**src/rtl/hazard_match_tracker_if.sv**
```systemverilog
// Decode-side metadata, hazard-unit controls and match/flag results between the tracker and the hazard unit.
// The tracker takes the slave modport; the hazard unit or its stand-in takes the master modport.
interface hazard_match_tracker_if #(
  parameter int ADDR_W = 4,
  parameter int CNT_W  = 16
);
  logic              ValidD;
  logic [ADDR_W-1:0] RA1D;
  logic [ADDR_W-1:0] RA2D;
  logic [ADDR_W-1:0] WA3D;
  logic              RegWriteD;
  logic              MemToRegD;
  logic              StallD;
  logic              FlushE;

  logic              Match_1E_M;
  logic              Match_1E_W;
  logic              Match_2E_M;
  logic              Match_2E_W;
  logic              Match_12D_E;
  logic              RegWriteM;
  logic              RegWriteW;
  logic              MemToRegE;
  logic [CNT_W-1:0]  StallCount;
  logic [CNT_W-1:0]  BubbleCount;

  modport master (
    output ValidD, RA1D, RA2D, WA3D, RegWriteD, MemToRegD, StallD, FlushE,
    input  Match_1E_M, Match_1E_W, Match_2E_M, Match_2E_W, Match_12D_E,
    input  RegWriteM, RegWriteW, MemToRegE, StallCount, BubbleCount
  );

  modport slave (
    input  ValidD, RA1D, RA2D, WA3D, RegWriteD, MemToRegD, StallD, FlushE,
    output Match_1E_M, Match_1E_W, Match_2E_M, Match_2E_W, Match_12D_E,
    output RegWriteM, RegWriteW, MemToRegE, StallCount, BubbleCount
  );
endinterface

```
**src/rtl/hazard_match_tracker.sv**
```systemverilog
// Carries register metadata through the E/M/W stages and produces the match terms and stage flags used for hazard detection.
// Latency: match outputs and flags are combinational from the stage registers; the stage registers advance every clock.
// Backpressure: none; StallD only counts, because the datapath holds D; FlushE loads a bubble into E.
module hazard_match_tracker #(
  parameter int ADDR_W = 4,
  parameter int PC_REG = 15,
  parameter int CNT_W  = 16
) (
  input  logic                  clk,
  input  logic                  rst_n,
  hazard_match_tracker_if.slave hz
);
  localparam logic [ADDR_W-1:0] PC_IDX  = ADDR_W'(PC_REG);
  localparam logic [CNT_W-1:0]  CNT_MAX = {CNT_W{1'b1}};

  logic              ValidE, RegWriteE, MemToRegE_r;
  logic [ADDR_W-1:0] RA1E, RA2E, WA3E;
  logic              ValidM, RegWriteM_r;
  logic [ADDR_W-1:0] WA3M;
  logic              ValidW, RegWriteW_r;
  logic [ADDR_W-1:0] WA3W;
  logic [CNT_W-1:0]  stall_cnt, bubble_cnt;

  always_ff @(posedge clk or negedge rst_n) begin
    if (!rst_n) begin
      ValidE      <= 1'b0;
      RA1E        <= '0;
      RA2E        <= '0;
      WA3E        <= '0;
      RegWriteE   <= 1'b0;
      MemToRegE_r <= 1'b0;
      ValidM      <= 1'b0;
      WA3M        <= '0;
      RegWriteM_r <= 1'b0;
      ValidW      <= 1'b0;
      WA3W        <= '0;
      RegWriteW_r <= 1'b0;
      stall_cnt   <= '0;
      bubble_cnt  <= '0;
    end else begin
      // FlushE outranks StallD; a stalled D is simply re-presented by the datapath.
      if (hz.FlushE) begin
        ValidE      <= 1'b0;
        RA1E        <= '0;
        RA2E        <= '0;
        WA3E        <= '0;
        RegWriteE   <= 1'b0;
        MemToRegE_r <= 1'b0;
      end else begin
        ValidE      <= hz.ValidD;
        RA1E        <= hz.RA1D;
        RA2E        <= hz.RA2D;
        WA3E        <= hz.WA3D;
        RegWriteE   <= hz.RegWriteD;
        MemToRegE_r <= hz.MemToRegD;
      end

      ValidM      <= ValidE;
      WA3M        <= WA3E;
      RegWriteM_r <= RegWriteE;
      ValidW      <= ValidM;
      WA3W        <= WA3M;
      RegWriteW_r <= RegWriteM_r;

      if (hz.StallD && stall_cnt != CNT_MAX)
        stall_cnt <= stall_cnt + CNT_W'(1);
      if (hz.FlushE && hz.ValidD && bubble_cnt != CNT_MAX)
        bubble_cnt <= bubble_cnt + CNT_W'(1);
    end
  end

  // Every term is stage-valid gated, so stale or undriven addresses never raise a match.
  assign hz.Match_1E_M  = ValidE & ValidM & (RA1E == WA3M) & (RA1E != PC_IDX);
  assign hz.Match_1E_W  = ValidE & ValidW & (RA1E == WA3W) & (RA1E != PC_IDX);
  assign hz.Match_2E_M  = ValidE & ValidM & (RA2E == WA3M) & (RA2E != PC_IDX);
  assign hz.Match_2E_W  = ValidE & ValidW & (RA2E == WA3W) & (RA2E != PC_IDX);
  assign hz.Match_12D_E = hz.ValidD & ValidE &
                          (((hz.RA1D == WA3E) & (hz.RA1D != PC_IDX)) |
                           ((hz.RA2D == WA3E) & (hz.RA2D != PC_IDX)));

  assign hz.RegWriteM   = ValidM & RegWriteM_r;
  assign hz.RegWriteW   = ValidW & RegWriteW_r;
  assign hz.MemToRegE   = ValidE & MemToRegE_r;
  assign hz.StallCount  = stall_cnt;
  assign hz.BubbleCount = bubble_cnt;
endmodule

```
**src/flat_wrapper.sv**
```systemverilog
// flat-port wrapper written by rule: the top's interface ports become plain ports
module hazard_match_tracker_flat 
#(
  parameter int ADDR_W = 4,
  parameter int PC_REG = 15,
  parameter int CNT_W  = 16
)
  (clk, rst_n, hz_ValidD, hz_RA1D, hz_RA2D, hz_WA3D, hz_RegWriteD, hz_MemToRegD, hz_StallD, hz_FlushE, hz_Match_1E_M, hz_Match_1E_W, hz_Match_2E_M, hz_Match_2E_W, hz_Match_12D_E, hz_RegWriteM, hz_RegWriteW, hz_MemToRegE, hz_StallCount, hz_BubbleCount);
  hazard_match_tracker_if #(.ADDR_W(ADDR_W), .CNT_W(CNT_W)) hz_i ();
  input  logic clk;
  input  logic rst_n;
  input wire logic [$bits(hz_i.ValidD)-1:0] hz_ValidD;
  input wire logic [$bits(hz_i.RA1D)-1:0] hz_RA1D;
  input wire logic [$bits(hz_i.RA2D)-1:0] hz_RA2D;
  input wire logic [$bits(hz_i.WA3D)-1:0] hz_WA3D;
  input wire logic [$bits(hz_i.RegWriteD)-1:0] hz_RegWriteD;
  input wire logic [$bits(hz_i.MemToRegD)-1:0] hz_MemToRegD;
  input wire logic [$bits(hz_i.StallD)-1:0] hz_StallD;
  input wire logic [$bits(hz_i.FlushE)-1:0] hz_FlushE;
  output wire logic [$bits(hz_i.Match_1E_M)-1:0] hz_Match_1E_M;
  output wire logic [$bits(hz_i.Match_1E_W)-1:0] hz_Match_1E_W;
  output wire logic [$bits(hz_i.Match_2E_M)-1:0] hz_Match_2E_M;
  output wire logic [$bits(hz_i.Match_2E_W)-1:0] hz_Match_2E_W;
  output wire logic [$bits(hz_i.Match_12D_E)-1:0] hz_Match_12D_E;
  output wire logic [$bits(hz_i.RegWriteM)-1:0] hz_RegWriteM;
  output wire logic [$bits(hz_i.RegWriteW)-1:0] hz_RegWriteW;
  output wire logic [$bits(hz_i.MemToRegE)-1:0] hz_MemToRegE;
  output wire logic [$bits(hz_i.StallCount)-1:0] hz_StallCount;
  output wire logic [$bits(hz_i.BubbleCount)-1:0] hz_BubbleCount;
  assign hz_i.ValidD = hz_ValidD;
  assign hz_i.RA1D = hz_RA1D;
  assign hz_i.RA2D = hz_RA2D;
  assign hz_i.WA3D = hz_WA3D;
  assign hz_i.RegWriteD = hz_RegWriteD;
  assign hz_i.MemToRegD = hz_MemToRegD;
  assign hz_i.StallD = hz_StallD;
  assign hz_i.FlushE = hz_FlushE;
  assign hz_Match_1E_M = hz_i.Match_1E_M;
  assign hz_Match_1E_W = hz_i.Match_1E_W;
  assign hz_Match_2E_M = hz_i.Match_2E_M;
  assign hz_Match_2E_W = hz_i.Match_2E_W;
  assign hz_Match_12D_E = hz_i.Match_12D_E;
  assign hz_RegWriteM = hz_i.RegWriteM;
  assign hz_RegWriteW = hz_i.RegWriteW;
  assign hz_MemToRegE = hz_i.MemToRegE;
  assign hz_StallCount = hz_i.StallCount;
  assign hz_BubbleCount = hz_i.BubbleCount;
  hazard_match_tracker #(.ADDR_W(ADDR_W), .PC_REG(PC_REG), .CNT_W(CNT_W)) u_core (.clk(clk), .rst_n(rst_n), .hz(hz_i));
endmodule
```
**config.mk**
```make
export PLATFORM = sky130hd
export DESIGN_NAME = hazard_match_tracker_flat
export DESIGN_NICKNAME = d
export VERILOG_FILES = /design/src/rtl/hazard_match_tracker_if.sv /design/src/rtl/hazard_match_tracker.sv /design/src/flat_wrapper.sv
export SDC_FILE = /design/constraint.sdc
export NUM_CORES = 1
export LEC_CHECK = 0
export ABC_AREA = 0
export ABC_CLOCK_PERIOD_IN_PS = 2000
export BUFFER_PORTS_ARGS = -buffer_cell sky130_fd_sc_hd__buf_2
export CAP_MARGIN = 5
export CORE_UTILIZATION = 54
export DETAILED_ROUTE_END_ITERATION = 6
export GPL_TIMING_DRIVEN = 0
export PLACE_DENSITY = 0.75
export SYNTH_ARGS = -nofsm -noshare
export SYNTH_HDL_FRONTEND = slang
export SYNTH_SLANG_ARGS = --single-unit
```
**constraint.sdc**
```tcl
create_clock -name clk -period 2 [get_ports clk]
set_input_delay 0 -clock clk [delete_from_list [all_inputs] [get_ports clk]]
set_output_delay 0 -clock clk [all_outputs]
set_load 0.02 [all_outputs]
```
==> impl_metrics.yaml <==
clocking:
  cts_root_buffer: "sky130_fd_sc_hd__clkbuf_8"
  numCtsBuffers: 9
  worst_skew_pair.late_latency_ns: 0.33
  ctsHtreeMaxLevel: 3
  clk_path_buf_depth: 2
  clock_transition_at_the_register_clock_pins_on_the_worst_setup_and_hold_paths_after_cts_ns: 0.07
  cts_num_sinks: 59
  tritoncts: "built"
sta:
  layout_setup_ws_ns: 0.221
  relSlewSlack_pct: 52.6
  finalCriticalPeriod_ns: 1.78
  max_slew.worst_pin.slew_ns: 0.711
  totalNegativeSetupSlack_ns: 0
  timing_hold_violations_final: 0
  drv_slew: 0
  maxClockFrequency_mhz: 562
  setup_repair_after_global_routing_missed_its_margin: "no"
  timing.final.crit_share_pct: 89.0
  clock_skew_ns: 0.00867
  setup_viol_count_final: 0
yosys:
  synth_adder_area_share_pct: 0.920
  muxShareOfSynthArea_pct: 1.24
  synth-async-reset-ratio_pct: 100
  synth-simple-area-share_pct: 24.1
  synth_compound_gate_area_share_pct: 4.92
  synth-seq-area-share_pct: 54.3
  post_synth_xor_area_fraction_pct: 13.8
  synth_top_flop_cell: "sky130_fd_sc_hd__dfrtp_1"
  synth_cell_types: 41
  syn_inst: 234
  syn_area_um2: 2720
  ys_ff_latch: 59
  yosysWarnings: 0
  syn-num-nets: 255
  synth_edf_count: 0
  postSynthAreaPerCell_um2: 11.6
  largest_family_of_logic_cells_by_synthesized_area: "simple AND/OR/NAND/NOR gates"
setup_path:
  chain_of_cells_forming_the_critical_path: "nand4_1 > nor4_4 > or2b_2 > mux2_2"
  timing.rr.start: "u_core.hz.StallCount[12]$_DFFE_PN0P_"
  crit_path_max_incr_delay_ns: 0.44
  critical_path.slowest_cell: "sky130_fd_sc_hd__nor4_4"
  startpoint_type: "register"
  cp_data_required_time_ns: 2.22
  timing.rr.end: "u_core.hz.StallCount[1]$_DFFE_PN0P_"
  reg2regPathDepth: 4
  crit_path_arrival_time_ns: 2.00
  reg2reg_setup_slack_ns: 0.22
  worst-setup-path-type: "reg -> reg"
  timing.critical_path.to_type: "register"
  critPathMaxFanout: 6
  timing.critical_path.from: "u_core.hz.StallCount[12]$_DFFE_PN0P_"
drt:
  finalWirelength_um: 5400
  vias_per_cell: 5.33
  drt-pass1-iter-count: 4
  post_drt_wl_per_cell_um: 13.7
  drcViolationCount: 0
  vias: 2106
  drc_violation_total_after_the_first_tritonroute_iteration: 129
  ant_nets: 0
pwr:
  switching_power_w: 0.00106
  total_power_w: 0.00318
  power_leakage_nw: 1.70
  internal_power_w: 0.00212
  power.share.switching_pct: 33.2
  seqPwrFrac_pct: 49.4
  power.combinational.fraction_pct: 22.0
  vdd_ir_drop_max_v: 0.000798
  power.density_cell_area_nw_per_um2: 917
  clock_power_share_pct: 28.6
grt:
  gr-total-overflow: 0
  maximum_number_of_pins_on_one_net_before_global_route_repair: 60
  busiest_layer: "met2"
  grt_util_met2_pct: 35.0
  gr_met3_demand_resource_pct: 7.46
  global_routing_usage_summed_across_all_routing_layers_pct: 22.9
  wire_length_of_the_first_global_routing_pass_um: 9000
  global_route.usage.met1_pct: 29.9
  antenna_found_initial: 0
  grt_pass1_vias: 1978
cells_and_area:
  final_layout_size_suffix_gt1_share_pct: 26.8
  final_cell_mix: "sky130_fd_sc_hd__dfrtp_1, sky130_fd_sc_hd__buf_2, sky130_fd_sc_hd__xor2_1"
  stdcell_area_um2: 3470
  nNetsFinal: 345
  most_common_cell_after_layout_fill_and_taps_aside: "sky130_fd_sc_hd__dfrtp_1"
  area_delta_synth_final_pct: 27.5
  final-instance-count-excl-fill: 395
  number_of_fillers_in_the_final_layout: 331
  diodes_inserted: 0
place:
  port_buffers: 58
  finalWeightedCongestion: 0.851
  place.detailed.instances: 359
  pre_cts_slack_ns: 0.219
  detailedPlacementHpwl_um: 3700
  placed_cell_area_um2: 3090
die:
  start_util_pct: 56.8
  rows: 25
  io_pins: 59
  die_area_um2: 5330
  die_h_um: 73.0
  core_region_area_um2: 4790
  die_w_um: 73.0
outcome:
  run_status: "completed"
worst_hold_path:
  holdCritStartpoint: "hz_ValidD"
  whs_endpoint: "u_core.hz.BubbleCount[5]$_DFFE_PN0P_"
  hold_depth: 5
  worstHoldPathType: "in -> reg"
run:
  max_cap_violations: 0
[how the worst max path moves through the flow]
| stage | cells after the start | slack [ns] | endpoint |
|---|---|---|---|
| after global routing | 4 | 0.11 | u_core.hz.StallCount[1]$_DFFE_PN0P_ |
| after detailed placement | 4 | 0.22 | u_core.hz.StallCount[1]$_DFFE_PN0P_ |
| after CTS | 4 | 0.21 | u_core.hz.StallCount[1]$_DFFE_PN0P_ |
| after global placement | 4 | 0.22 | u_core.hz.StallCount[1]$_DFFE_PN0P_ |
| after floorplan | 4 | 0.26 | u_core.hz.StallCount[1]$_DFFE_PN0P_ |
| final | 4 | 0.22 | u_core.hz.StallCount[1]$_DFFE_PN0P_ |
[state kept, by name, indices dropped and copies added, names as in the netlist]
register / cells
u_core.ValidM: 1
u_core.RA2E: 4
u_core.ValidE: 1
u_core.ValidW: 1
u_core.hz.StallCount: 16
u_core.RegWriteW_r: 1
u_core.WA3W: 4
u_core.WA3E: 4
u_core.hz.BubbleCount: 16
u_core.WA3M: 4
u_core.RegWriteM_r: 1
u_core.RA1E: 4
u_core.MemToRegE_r: 1
u_core.RegWriteE: 1
[cell type report]
cell class              count  area, um^2  area share (%)
repair buffers             79         503            14.5
flip-flops and latches     59        1480            42.6
well taps                  67        83.8            2.42
multi-input cells         170        1220            35.3
clock buffers              12         145            4.19
inverters                   4        15.0           0.433
plain buffers               1        3.75           0.108
clock inverters             3        15.0           0.433
[repair_timing]
action / in CTS / in global routing
setup endpoints to repair: 0 / 0
gates resized for setup: 0 / 0
buffers inserted: 0 / 0
endpoints found under the hold margin: 75 / 0
hold buffers: 21 / 0
[worst max-delay path, delay by kind of cell, from the launching register on]
| kind | cells | cell delay, ns |
|---|---|---|
| flops | 1 | 0.42 |
| mux | 1 | 0.32 |
| simple gates | 3 | 0.93 |
[power groups by stage]
stage	registers [W]	logic (W)	clock network (W)
global route	0.00159	0.000761	0.000993
detailed placement	0.00159	0.000671	0
finish	0.00157	0.000698	0.000910
global placement	0.00158	0.000655	0
floorplan	0.00171	0.000276	0
CTS	0.00157	0.000704	0.000933
[cell usage after synthesis (3+ instances only)]
library cell,number,area (um^2)
sky130_fd_sc_hd__nor4b_1,3,26.3
sky130_fd_sc_hd__and2_1,4,25.0
sky130_fd_sc_hd__mux2_2,3,33.8
sky130_fd_sc_hd__nand4_1,7,43.8
sky130_fd_sc_hd__nand2_1,13,48.8
sky130_fd_sc_hd__xor2_1,23,201
sky130_fd_sc_hd__a21oi_1,6,30.0
sky130_fd_sc_hd__o21ai_0,3,15.0
sky130_fd_sc_hd__nand3_1,15,75.1
sky130_fd_sc_hd__a31oi_1,5,31.3
sky130_fd_sc_hd__nor3_1,7,35.0
sky130_fd_sc_hd__inv_1,4,15.0
sky130_fd_sc_hd__nor2_1,11,41.3
sky130_fd_sc_hd__dfrtp_1,59,1480
sky130_fd_sc_hd__nor4_1,4,25.0
sky130_fd_sc_hd__xnor2_1,20,175
sky130_fd_sc_hd__nor2b_1,16,100
[stage by stage]
step	utilization, %	hold slack (ns)
finish	72.4	0.209
global route	72.4	0.227
CTS	72.4	0.192
detailed placement	64.7	0.229
global placement	64.7	0.219
floorplan	-	-0.296
[cells by family after synthesis]
kind of cell	Yosys count
compound gates	21
xor+xnor	43
fa+ha+maj	2
buf+inv	5
flops	59
mux	3
simple gates	101
[layer usage]
layer	wire length (um)	share of wire, %
met1	2440	45
met2	2580	48
met3	304	5.6
met4	65	1.2
met5	0	0
No activity file was read; power rests on OpenSTA's default activity.
